==> src/rtl/gpio_in_pkg.sv <==
// rtl/gpio_in_pkg.sv - shared constants and latency helper for the GPIO input conditioner
package gpio_in_pkg;

    localparam int SYNC_STAGES_MIN  = 2;
    localparam int SYNC_STAGES_MAX  = 4;
    localparam int DEB_BITS_DEFAULT = 4;

    // Edges from a stable pad change to the new level on in_val; T=0 behaves as T=1.
    function automatic int gpio_latency(input int sync_stages, input int t);
        return sync_stages + ((t < 1) ? 1 : t);
    endfunction

endpackage

==> src/rtl/gpio_in_bit.sv <==
// rtl/gpio_in_bit.sv - one pad bit: synchronizer, debounce counter, edge pulses, pending flag
module gpio_in_bit
    import gpio_in_pkg::*;
#(
    parameter int SYNC_STAGES = 2,
    parameter int DEB_BITS    = DEB_BITS_DEFAULT
) (
    input  logic                clk,
    input  logic                resetn,
    input  logic                pad,
    input  logic [DEB_BITS-1:0] deb_threshold,
    input  logic                irq_rise_en,
    input  logic                irq_fall_en,
    input  logic                irq_clr,
    output logic                in_val,
    output logic                rise_pulse,
    output logic                fall_pulse,
    output logic                irq_pending
);

    localparam logic [DEB_BITS-1:0] ONE = DEB_BITS'(1);

    logic [SYNC_STAGES-1:0] sync_q;
    logic [DEB_BITS-1:0]    cnt;
    logic [DEB_BITS-1:0]    t_last;
    logic                   s;
    logic                   accept;
    logic                   irq_set;

    assign s       = sync_q[SYNC_STAGES-1];
    assign t_last  = (deb_threshold == '0) ? '0 : deb_threshold - ONE;
    // >= rather than == so a threshold lowered mid-count still accepts on the next mismatch
    assign accept  = (s != in_val) && (cnt >= t_last);
    assign irq_set = (rise_pulse & irq_rise_en) | (fall_pulse & irq_fall_en);

    always_ff @(posedge clk or negedge resetn) begin
        if (!resetn) begin
            sync_q      <= '0;
            cnt         <= '0;
            in_val      <= 1'b0;
            rise_pulse  <= 1'b0;
            fall_pulse  <= 1'b0;
            irq_pending <= 1'b0;
        end else begin
            sync_q <= {sync_q[SYNC_STAGES-2:0], pad};

            if (s == in_val) begin
                cnt <= '0;
            end else if (accept) begin
                cnt    <= '0;
                in_val <= s;
            end else begin
                cnt <= cnt + ONE;
            end

            rise_pulse  <= accept & s;
            fall_pulse  <= accept & ~s;
            irq_pending <= (irq_pending & ~irq_clr) | irq_set;
        end
    end

endmodule

==> src/rtl/gpio_in_conditioner.sv <==
// rtl/gpio_in_conditioner.sv - WIDTH-bit pad input conditioner with debounce, edge pulses and IRQ
module gpio_in_conditioner
    import gpio_in_pkg::*;
#(
    parameter int WIDTH       = 16,
    parameter int SYNC_STAGES = 2,
    parameter int DEB_BITS    = DEB_BITS_DEFAULT
) (
    input  logic                clk,
    input  logic                resetn,
    input  logic [WIDTH-1:0]    pad_in,
    input  logic [DEB_BITS-1:0] deb_threshold,
    input  logic [WIDTH-1:0]    irq_rise_en,
    input  logic [WIDTH-1:0]    irq_fall_en,
    input  logic [WIDTH-1:0]    irq_clr,
    output logic [WIDTH-1:0]    in_val,
    output logic [WIDTH-1:0]    rise_pulse,
    output logic [WIDTH-1:0]    fall_pulse,
    output logic [WIDTH-1:0]    irq_pending,
    output logic                irq
);

    for (genvar i = 0; i < WIDTH; i++) begin : g_bit
        gpio_in_bit #(
            .SYNC_STAGES (SYNC_STAGES),
            .DEB_BITS    (DEB_BITS)
        ) u_bit (
            .clk           (clk),
            .resetn        (resetn),
            .pad           (pad_in[i]),
            .deb_threshold (deb_threshold),
            .irq_rise_en   (irq_rise_en[i]),
            .irq_fall_en   (irq_fall_en[i]),
            .irq_clr       (irq_clr[i]),
            .in_val        (in_val[i]),
            .rise_pulse    (rise_pulse[i]),
            .fall_pulse    (fall_pulse[i]),
            .irq_pending   (irq_pending[i])
        );
    end

    assign irq = |irq_pending;

endmodule

==> config.mk <==
export PLATFORM = sky130hd
export DESIGN_NAME = gpio_in_conditioner
export DESIGN_NICKNAME = d
export VERILOG_FILES = /design/src/rtl/gpio_in_pkg.sv /design/src/rtl/gpio_in_bit.sv /design/src/rtl/gpio_in_conditioner.sv
export SDC_FILE = /design/constraint.sdc
export NUM_CORES = 1
export LEC_CHECK = 0
export ABC_AREA = 1
export BUFFER_PORTS_ARGS = -buffer_cell sky130_fd_sc_hd__buf_2
export CAP_MARGIN = 20
export CORE_UTILIZATION = 30
export CTS_CLUSTER_DIAMETER = 100
export DETAILED_ROUTE_END_ITERATION = 8
export GPL_TIMING_DRIVEN = 1
export PLACE_DENSITY = 0.58
export SKIP_CTS_REPAIR_TIMING = 1
export SLEW_MARGIN = 30
export SYNTH_ARGS = -nofsm -noshare
export SYNTH_HDL_FRONTEND = slang
export SYNTH_SLANG_ARGS = --single-unit
==> constraint.sdc <==
create_clock -name clk -period 1.7 [get_ports clk]
set_clock_uncertainty 0.15 [all_clocks]
set_input_delay 0.255 -clock clk [delete_from_list [all_inputs] [get_ports clk]]
set_output_delay 0.255 -clock clk [all_outputs]
set_load 0.005 [all_outputs]
Word level (Yosys, flattened, before mapping)
Cells that the tools add are included.
W data, S select, Z words.
{"block": "word_totals", "reg_bits": 160, "input_bits": 70, "output_inout_bits": 65, "elab_cells": 388}
{"block": "op_classes", "addsub": 17, "n_lt_le_gt_ge": 16, "n_eq_ne": 32, "muxes": 33, "bitwise": 160, "reduce_logical": 34}
{"operator": "$mux W4", "count": 33}
{"operator": "$and A1 B1 Y1", "count": 80}
{"operator": "$add A4 B1 Y4 const B", "count": 16}
{"operator": "$ge A4 B4 Y1", "count": 16}
{"operator": "$not A1 Y1", "count": 48}
{"operator": "$or A1 B1 Y1", "count": 32}
{"operator": "$reduce_and A2 Y1", "count": 16}
{"operator": "$eq A1 B1 Y1", "count": 16}
{"operator": "$logic_and A1 B1 Y1", "count": 16}
{"operator": "$ne A1 B1 Y1", "count": 16}
{"operator": "$reduce_or A16 Y1", "count": 1}
{"operator": "$logic_not A4 Y1", "count": 1}
{"operator": "$sub A4 B1 Y4 const B", "count": 1}

Longest topological paths before layout
Gate-level depths: netlist (run 1).
{"block": "depth", "ltp_word": 6, "depth_mapped": 11, "ltp_nobuf": 11}

Hierarchy
From an unflattened synthesis (run 1), not the netlist that was laid out.
{"block": "hier_totals", "cells_unflattened": 1007, "hier_area_um2": 8884.8}
{"module": "gpio_in_bit", "n_inst": 16, "cells_each": 62, "area_per_inst_um2": 551.8}
{"module": "gpio_in_conditioner", "n_inst": 1, "cells_each": 15, "area_per_inst_um2": 56.3}

Least setup slack after synthesis (run 1)
Ideal clock, no wire load.
{"block": "synth_path", "kind": "input to register", "from": "in deb_threshold[2]", "to": "reg g_bit[10].u_bit.rise_pulse", "setup_time_ns": 0.114, "arrival_ns": 2.240, "slack_ns": -0.804, "path_stages": 10, "n_path_buf": 0, "cell_sequence": "nor2_1 -> nor3_1 -> o21ai_0 -> ha_1 -> nand2_1 -> inv_1 -> nand2_1 -> nand3_2 -> nand3_1 -> inv_1"}
{"block": "synth_between", "elab_chain_len": 5}
{"element": "start, declared", "line_no": "gpio_in_conditioner.sv:12", "text": "input logic [DEB_BITS-1:0] deb_threshold,"}
{"element": "$sub A4 B1 Y4 / $logic_not A4 Y1 (equally long branches)", "line_no": "gpio_in_bit.sv:31", "text": "assign t_last = (deb_threshold == '0) ? '0 : deb_threshold - ONE;"}
{"element": "$mux W4 *", "line_no": "gpio_in_bit.sv:31"}
{"element": "$ge A4 B4 Y1 *", "line_no": "gpio_in_bit.sv:33", "text": "assign accept = (s != in_val) && (cnt >= t_last);"}
{"element": "$logic_and A1 B1 Y1 *", "line_no": "gpio_in_bit.sv:33"}
{"element": "$and A1 B1 Y1 *", "line_no": "gpio_in_bit.sv:56", "text": "rise_pulse <= accept & s;"}
{"element": "end signal, assigned", "line_no": "gpio_in_bit.sv:56"}
{"element": "end, declared", "line_no": "gpio_in_bit.sv:16", "text": "output logic rise_pulse,"}
Every way passes the cells marked *; elsewhere a longest branch is shown, timed or not.
A chain may end at the register's enable or synchronous reset.

Worst setup path in the final report (run 1)
{"block": "layout_path", "from": "reg g_bit[6].u_bit.irq_pending", "to": "out irq"}
{"block": "layout_between", "elab_chain_len": 1}
{"element": "start, declared", "line_no": "gpio_in_bit.sv:18", "text": "output logic irq_pending"}
{"element": "start signal, assigned", "line_no": "gpio_in_bit.sv:58", "text": "irq_pending <= (irq_pending & ~irq_clr) | irq_set;"}
{"element": "$reduce_or A16 Y1", "line_no": "gpio_in_conditioner.sv:42", "text": "assign irq = |irq_pending;"}
{"element": "end, declared", "line_no": "gpio_in_conditioner.sv:20", "text": "output logic irq"}
Every way passes these cells.

==> results.txt, run 1 <==
- Number of warning messages in the yosys log: 0
- The number of clock buffers added by TritonCTS is 17.
- Length of the first detailed-routing pass in iterations: 4
- Wires add up to 16,400 um.
- Post-Syn Nets: 1,060
- Counting flops and latches in the post-synthesis netlist gives 160.
* Accumulated negative setup slack: -232 ps
- The floorplan step defined a core boundary enclosing 28,100 um2.
- For this run, the share of the core covered by cells in the final layout is 38.2%.
* Share of power burned in registers: 39.2%
* Number of vias per cell: 4.13
* Max_slew headroom: 67.7%
- Summed over all nets, the switching power comes to 5.08 mW.
- Largest net degree at the start of global routing: 44
- Worst setup path class: flop to output port
- Via count of the first global-routing pass: 5,712
- At the worst endpoint, the required time is 1290 ps.
- Total of buffers placed on input and output ports: 134
- The worst setup path is captured at an output port.
* Worst setup slack for register-to-register paths: 180 ps
* Proportion of synthesized chip area in sequential cells: 46.3%
- The net count of the finished layout is 1,219.
- In this run, the number of DRC markers left after iteration 0 of detailed routing was 132.
- Number of pins with negative max-slew slack in the final report: 0
* Total of endpoints with negative setup slack in the final report: 1
- Clock tree synthesis found a total of 160 sinks.
- Number of max-cap violations: 0
* HPWL Detailed: 11,700 um
- Crit path max fanout: 2
* Maximum buffer depth of the clock tree: 2
- Die W: 172 um
- Worst IR drop on VDD: 0.472 mV
- Min Clock Period, post-route: 1930 ps
* Area of the multi-input gates: 3550 um2
- Setup crit end: irq
- Number of DRC violations after detailed routing: 0
* Worst slack after detailed placement: -416 ps
- For this run, the total global-route usage over all layers was measured as 11.5%.
- The count of nets left with antenna violations once routing finished came out at 0.
- The number of antenna violations at the first check in global routing is 0.
* Insertion delay of the later-clocked pin in the worst-skew pair: 420 ps
* Number of hold-slack violations in the final timing report: 0
- Violated checks: negative setup slack
- Clock-pin slew was measured on the worst setup and hold paths at 60 ps.
- Combinational cells account for 35.6% of the total power.
- Clk Tree Root Cell: sky130_fd_sc_hd__clkbuf_16
- Setup slack after layout: -232 ps
- Clock share of power: 25.2%
* Total power consumption of the routed design: 14.0 mW
* Number of fill cells: 2,837
- In this run switching power makes up 36.3% of total power.
* Run status: finished with violations
* Layout cell share with drive strength beyond 1: 24.7%
* RePlAce Congestion: 0.734
* Yosys cell types: 21
- DP Area: 9600 um2
* Cells after Synth: 910
* Leak pwr: 6.00 nW
- The worst setup path is launched from a flop.
* Finished layout cell area: 10,700 um2
- The worst register-to-register path begins at g_bit[8].u_bit.cnt[3].
* TritonCTS clock tree: built
- Once the floorplan was initialized, standard cells occupied 30.8% of the core.
- Setup repair after global routing could not meet its margin everywhere.
- The endpoint identified for the worst register-to-register timing path is g_bit[8].u_bit.cnt[2].
* Total global routing overflow: 0
- For the pin with the worst max-slew slack, the measured transition is 484 ps.
- Data on the critical path arrives at its endpoint at 1530 ps.
- Die footprint: 29,500 um2
- Routed vias: 6,037
* Mean cell area of the mapped netlist: 9.50 um2
* HP Class: input pin to asynchronous set/reset pin
* Register area: 4000 um2
- Internal Power: 8.90 mW
- Startpoint of the most critical setup path: g_bit[6].u_bit.irq_pending
- After floorplanning, the core was divided into 61 placement rows.
- Drt wl/cell: 11.2 um
- The repair_antennas step left the layout with diodes totalling 0.
* Cell area after technology mapping: 8650 um2
- Area growth syn-to-layout: 24.1%
* Clock H-tree levels: 4
- Wire length of the first global-routing pass: 26,600 um
- Total power density per cell area: 1300 nW/um2
* Final critical-path share of the clock period: 114%
- Measured in cells, the most critical reg-to-reg path has a length of 6.
- 135 I/O pins were placed.
* DIE HEIGHT: 172 um
- Highest clock rate: 518 MHz
power groups by stage:
stage | Clock [mW] | Combinational [mW] | Sequential, mW
finish | 3.53 | 4.98 | 5.47
detailed placement | 0 | 4.71 | 5.54
floorplan | 0 | 3.84 | 5.33
global route | 3.85 | 5.85 | 5.61
global placement | 0 | 4.60 | 5.52
CTS | 3.67 | 4.76 | 5.48
sequential cells by signal, summed over array words and instances, names as in the netlist:
register	cells
g_bit.u_bit.in_val	16
g_bit.u_bit.fall_pulse	16
g_bit.u_bit.rise_pulse	16
g_bit.u_bit.sync_q	32
g_bit.u_bit.cnt	64
g_bit.u_bit.irq_pending	16
layout make-up:
class / instances / share of cell area [%]
flip-flops and latches: 160 / 37.3
clock inverters: 11 / 0.758
clock buffers: 21 / 4.38
well taps: 378 / 4.41
inverters: 192 / 6.71
repair buffers: 204 / 13.4
multi-input cells: 494 / 33.1
cells in the mapped netlist:
cell type                  number  area [um2]
sky130_fd_sc_hd__nand2_2       16         100
sky130_fd_sc_hd__a21oi_1        2        10.0
sky130_fd_sc_hd__nor3_1         1        5.00
sky130_fd_sc_hd__o31ai_1        1        7.51
sky130_fd_sc_hd__xnor2_1       16         140
sky130_fd_sc_hd__o21ai_0        1        5.00
sky130_fd_sc_hd__nor2_1        67         251
sky130_fd_sc_hd__a21oi_4       16         260
sky130_fd_sc_hd__nor4_1         2        12.5
sky130_fd_sc_hd__nand4_1       20         125
sky130_fd_sc_hd__nand3_2       16         160
sky130_fd_sc_hd__ha_1          80        1000
sky130_fd_sc_hd__inv_2          2        7.51
sky130_fd_sc_hd__xor2_1        32         280
sky130_fd_sc_hd__buf_4         64         480
sky130_fd_sc_hd__nand2_1      145         544
sky130_fd_sc_hd__nand4_2       14         175
sky130_fd_sc_hd__o211ai_1      16         120
sky130_fd_sc_hd__nand3_1       49         245
sky130_fd_sc_hd__inv_1        190         713
sky130_fd_sc_hd__dfrtp_1      160        4000
metrics by stage:
step / cells / hold slack (ps)
finish: 1460 / 194
floorplan: 910 / -191
detailed placement: 1377 / 76.1
global placement: 1377 / 78.6
global route: 1460 / 205
CTS: 1409 / -381
worst min-delay path by stage:
stage                                   from                   endpoint  slack, ps  depth (start not counted)
global route        g_bit[7].u_bit.sync_q[0]   g_bit[7].u_bit.sync_q[1]        210                          0
finish                                resetn  g_bit[2].u_bit.rise_pulse        190                          2
CTS                                   resetn  g_bit[2].u_bit.rise_pulse       -380                          1
floorplan                             resetn      g_bit[0].u_bit.cnt[0]       -190                          0
global placement                      resetn  g_bit[2].u_bit.rise_pulse         80                          1
detailed placement                    resetn  g_bit[2].u_bit.rise_pulse         80                          1
layer usage:
| layer | wire length (um) | global-route usage (%) |
|---|---|---|
| met3 | 440 | 2.58 |
| met4 | 235 | 4.16 |
| met1 | 7570 | 14.4 |
| met5 | 0 | 0 |
| met2 | 8130 | 19.3 |
placed cells by master (no fill, tap or decap), types with 17 or more instances in the layout:
cell and instances:
sky130_fd_sc_hd__ha_1 80, sky130_fd_sc_hd__nand3_1 48, sky130_fd_sc_hd__nand3_2 17, sky130_fd_sc_hd__nor2_1 64, sky130_fd_sc_hd__nand2_1 141, sky130_fd_sc_hd__buf_2 130
sky130_fd_sc_hd__dfrtp_1 160, sky130_fd_sc_hd__dlygate4sd3_1 49, sky130_fd_sc_hd__nand4_1 20, sky130_fd_sc_hd__xor2_1 32, sky130_fd_sc_hd__a21oi_4 17, sky130_fd_sc_hd__clkbuf_16 18
sky130_fd_sc_hd__inv_1 186, sky130_fd_sc_hd__nand2_2 20
kinds of logic (layout without fill, tap and decap cells):
group	count (synthesis)	after routing	synth area share, %
compound gates	36	36	4.66
xor+xnor	48	48	4.86
fa+ha+maj	80	80	11.6
buf+inv	256	428	13.9
flops	160	160	46.3
simple gates	330	330	18.7
worst max-delay path, stage by stage, from the launching register on:
cell and delay, ps:
sky130_fd_sc_hd__dfrtp_1 390, sky130_fd_sc_hd__inv_2 60, sky130_fd_sc_hd__nand4_1 180, sky130_fd_sc_hd__nor2_1 130, sky130_fd_sc_hd__buf_4 140, sky130_fd_sc_hd__nand3_2 60
sky130_fd_sc_hd__buf_2 140
Power figures use the tool's default switching activity.
==> inputs of run 2 (changes only) <==
ABC_AREA = not set   (was 1)
==> results.txt, run 2 <==
- The final global-route overflow total came to 0 (unchanged).
* Share of power burned in registers: 34.7% (-4.5 points)
- The vias per cell is 4.40 (+6.3%).
* RePlAce Congestion: 0.738 (+0.49%)
* DP Area: 9780 um2 (+1.9%)
- The global-route usage over all layers came to 12.1% (+0.58 points).
- Count of antenna-violating nets left after detailed routing: 0 (unchanged)
- Cell Rows: 60 (-1.6%)
- The area of the die is 28,100 um2 (-4.8%).
- Met3 wire length: 471 um (+7.0%)
* Drt wl/cell: 14.2 um (+27%)
- Compared with the post-synthesis result, the final layout area differs by 39.8%.
- The post-route minimum period was 2050 ps (+123 ps).
- The number of flip-flops under the largest register name was 64 (unchanged).
* HPWL Detailed: 11,600 um (-1.1%)
- In the synthesized netlist the dominant register cell turns out to be sky130_fd_sc_hd__dfrtp_1.
* Initial antenna violation count: 0 (unchanged)
- Proportion of synthesized chip area in sequential cells: 48.7% (+2.4 points)
- Post-layout net count: 1,049 (-14%)
- Transition at the pin with the smallest max-transition slack: 399 ps (-85.0 ps)
* Most common cell after layout, fill and taps aside: sky130_fd_sc_hd__dfrtp_1
* Cells on Worst Hold Path: 3
* Total core area: 27,000 um2 (-4.0%)
- The final count of pins violating max slew came to 0 (unchanged).
- Total of buffers placed on input and output ports: 134 (unchanged)
- Routed vias: 5,494 (-9.0%)
- Setup slack after layout: -355 ps (-123 ps)
- Routed length on met1: 7930 um (+4.7%)
- The clock share of power was 23.8% (-1.4 points).
- Reg-to-Reg Start: g_bit[7].u_bit.cnt[0]
- The detailed router used layers up to and including met4.
* Net switching fraction of the power: 31.4% (-4.9 points)
* Number of warning messages in the yosys log: 0 (unchanged)
- The via count of the first global-routing pass is 5,381 (-5.8%).
- Number of DRC violations after detailed routing: 0 (unchanged)
- The share of synthesized registers carrying an async set or reset was 100% (unchanged).
- After synthesis, the most frequently instantiated cells are sky130_fd_sc_hd__dfrtp_1 (160), sky130_fd_sc_hd__ha_1 (80), sky130_fd_sc_hd__nor2_1 (66), sky130_fd_sc_hd__buf_4 (64).
- Arr. time, crit path: 2210 ps (+680 ps)
* Cell area after technology mapping: 8230 um2 (-4.9%)
- The maximum number of pins on one net before global-route repair was 46 (+4.5%).
- Area of the multi-input gates: 4280 um2 (+21%)
- Post-Syn Nets: 803 (-24%)
- Register area: 4000 um2 (unchanged)
* Number of design-rule violations left by the first detailed-router iteration: 127 (-3.8%)
- Die W: 168 um (-2.4%)
* RSZ-0062 raised after global routing: true
- The total iterations of the first detailed-routing run is 4 (unchanged).
* Starting density of the core: 30.5% (-0.27 points)
- Biggest area consumer among synthesized cells: sky130_fd_sc_hd__dfrtp_1
- Crit path max fanout: 8 (+6)
- The final-report setup violation count came to 107 (+106).
- Worst reg2reg path endpoint: g_bit[7].u_bit.in_val
* Seq cells post-synth: 160 (unchanged)
* Startpoint of the most critical setup path: deb_threshold[3]
- Insertion delay of the later-clocked pin in the worst-skew pair: 420 ps (about the same)
- Share of the synthesized area in the top cell type: 48.7% (+2.4 points)
- Net Switching: 4.86 mW (-4.2%)
- The final number of hold-violating endpoints is 0 (unchanged).
- The tightest min-delay check is of the input pin to flop type.
- Register ranked first by flip-flop count: g_bit.u_bit.cnt
- The power per unit of standard cell area came to 1350 nW/um2 (+3.3%).
- Wire length of the first global-routing pass: 26,600 um (+0.13%)
* Crit start category: input pin
* Worst IR drop on VDD: 0.586 mV (+24%)
* Highest clock rate: 487 MHz (-6.0%)
* Top area cells in the synthesized netlist: sky130_fd_sc_hd__dfrtp_1 (49%), sky130_fd_sc_hd__ha_1 (12%), sky130_fd_sc_hd__buf_4 (5.8%)
* WL met2: 9120 um (+12%)
- The tree is rooted in a sky130_fd_sc_hd__clkbuf_16.
- The cell internal power dissipation was 10.6 mW (+19%).
- Biggest registers after layout: g_bit.u_bit.cnt x64, g_bit.u_bit.sync_q x32
* Run status: finished with violations
* Worst-case reg-to-reg path depth: 6 (unchanged)
* Final Routed Wirelength: 17,700 um (+8.3%)
- The number of instances in the synthesized netlist came to 653 (-28%).
* Worst setup slack for register-to-register paths: -270 ps (-450 ps)
* Maximum buffer depth of the clock tree: 2 (unchanged)
- The part of the total power dissipated in combinational logic was 41.5% (+5.9 points).
* Cell with the most instances after synthesis: sky130_fd_sc_hd__dfrtp_1
- Number of max-cap violations: 0 (unchanged)
- The overall power is 15.5 mW (+11%).
- The antenna cell count is 0 (unchanged).
* Clk pin slew, worst setup/hold paths: 60 ps (about the same)
- DIE HEIGHT: 168 um (-2.4%)
- Ports: 135 (unchanged)
- The total negative slack came to -20,620 ps (-20,390 ps).
- The count of unique library cells instantiated by Yosys is 24 (+14%).
- Violated checks: negative setup slack
* TritonCTS clock tree: built
- Mean cell area of the mapped netlist: 12.6 um2 (+33%)
- Number of sinks on the clock net: 160 (unchanged)
* Kind of end point of the critical path: flop
* CTS Buf Count: 17 (unchanged)
* Number of enable flip-flop cells after synthesis: 0 (unchanged)
* Setup crit end: g_bit[13].u_bit.in_val
* Layout cell share with drive strength beyond 1: 48.2% (+24 points)
- Worst Hold Launch: irq_fall_en[8]
* Most used cells in the layout excluding fill and tap cells: sky130_fd_sc_hd__dfrtp_1 (160), sky130_fd_sc_hd__buf_2 (130), sky130_fd_sc_hd__buf_4 (91)
* Leak pwr: 5.47 nW (-8.9%)
- Finished layout cell area: 11,500 um2 (+7.2%)
* Max_slew headroom: 73.1% (+5.4 points)
- Clock H-tree levels: 4 (unchanged)
- Final critical-path share of the clock period: 121% (+7.3 points)
* Worst setup path class: input pin to flop
- The final-layout fill cell count is 2,477 (-13%).
- Required arrival time at the worst endpoint: 1860 ps (+570 ps)
==> run 2: cell types whose count changed after synthesis, moves of 19 or more <==
cell | previous run | this run
sky130_fd_sc_hd__inv_1 | 190 | 32
sky130_fd_sc_hd__nand2_1 | 145 | 1
sky130_fd_sc_hd__nand3_1 | 49 | 16
sky130_fd_sc_hd__nand4_1 | 20 | 1
sky130_fd_sc_hd__nor3b_1 | 0 | 32
sky130_fd_sc_hd__o21ai_0 | 1 | 32
==> run 2: worst min path at each step <==
stage	endpoint	slack (ps)
floorplan	g_bit[0].u_bit.cnt[0]	-190
global placement	g_bit[12].u_bit.sync_q[0]	10
detailed placement	g_bit[12].u_bit.sync_q[0]	10
CTS	g_bit[13].u_bit.cnt[2]	-450
global route	g_bit[12].u_bit.irq_pending	40
finish	g_bit[8].u_bit.irq_pending	30
==> run 2: power by group through the flow <==
stage	clock, mW	sequential (mW)	combinational [mW]
floorplan	0	5.28	3.82
global placement	0	5.34	5.56
detailed placement	0	5.33	5.67
CTS	3.83	5.29	5.70
global route	3.95	5.51	7.07
finish	3.68	5.38	6.42
==> run 2: layout make-up <==
class	count	area share (%)
inverter	32	1.04
tap	341	3.71
multi-input combinational	398	37.2
timing repair buffer	290	18.4
sequential	160	34.8
clock buffer	19	3.76
clock inverter	10	1.01
==> run 2: kinds of logic (layout without fill, tap and decap cells) <==
| family | after synthesis | in the layout | synth area share [%] |
|---|---|---|---|
| and+or+nand+nor | 169 | 169 | 13.2 |
| DFF | 160 | 160 | 48.7 |
| AOI/OAI and AO/OA | 83 | 83 | 10.5 |
| buffers and inverters | 96 | 351 | 7.30 |
| adders and majority gates | 80 | 80 | 12.2 |
| xor gates and xnor gates | 48 | 48 | 5.11 |
| muxes | 17 | 18 | 3.06 |
==> run 2: critical path, stage by stage <==
cell	delay (ps)
sky130_fd_sc_hd__buf_6	100
sky130_fd_sc_hd__buf_6	110
sky130_fd_sc_hd__o21a_1	200
sky130_fd_sc_hd__a21oi_4	230
sky130_fd_sc_hd__clkbuf_16	250
sky130_fd_sc_hd__ha_1	270
sky130_fd_sc_hd__a2111oi_4	310
sky130_fd_sc_hd__or2_4	200
sky130_fd_sc_hd__mux2_4	290
==> run 2: per-layer routing <==
layer | up-vias | GRT usage, %
li1 | 2688 | -
met1 | 2709 | 15.1
met2 | 81 | 20.7
met3 | 16 | 2.43
met4 | 0 | 4.31
met5 | - | 0
==> run 2: metrics by stage <==
step	worst slack, ps	util (%)	instances	hold slack [ps]
after detailed placement	-945	36.3	1161	12.0
after floorplan	-406	-	653	-191
final	-355	42.7	1250	34.1
after CTS	-487	38.3	1190	-452
after global routing	-407	42.7	1250	41.0
after global placement	-862	36.3	1161	14.3
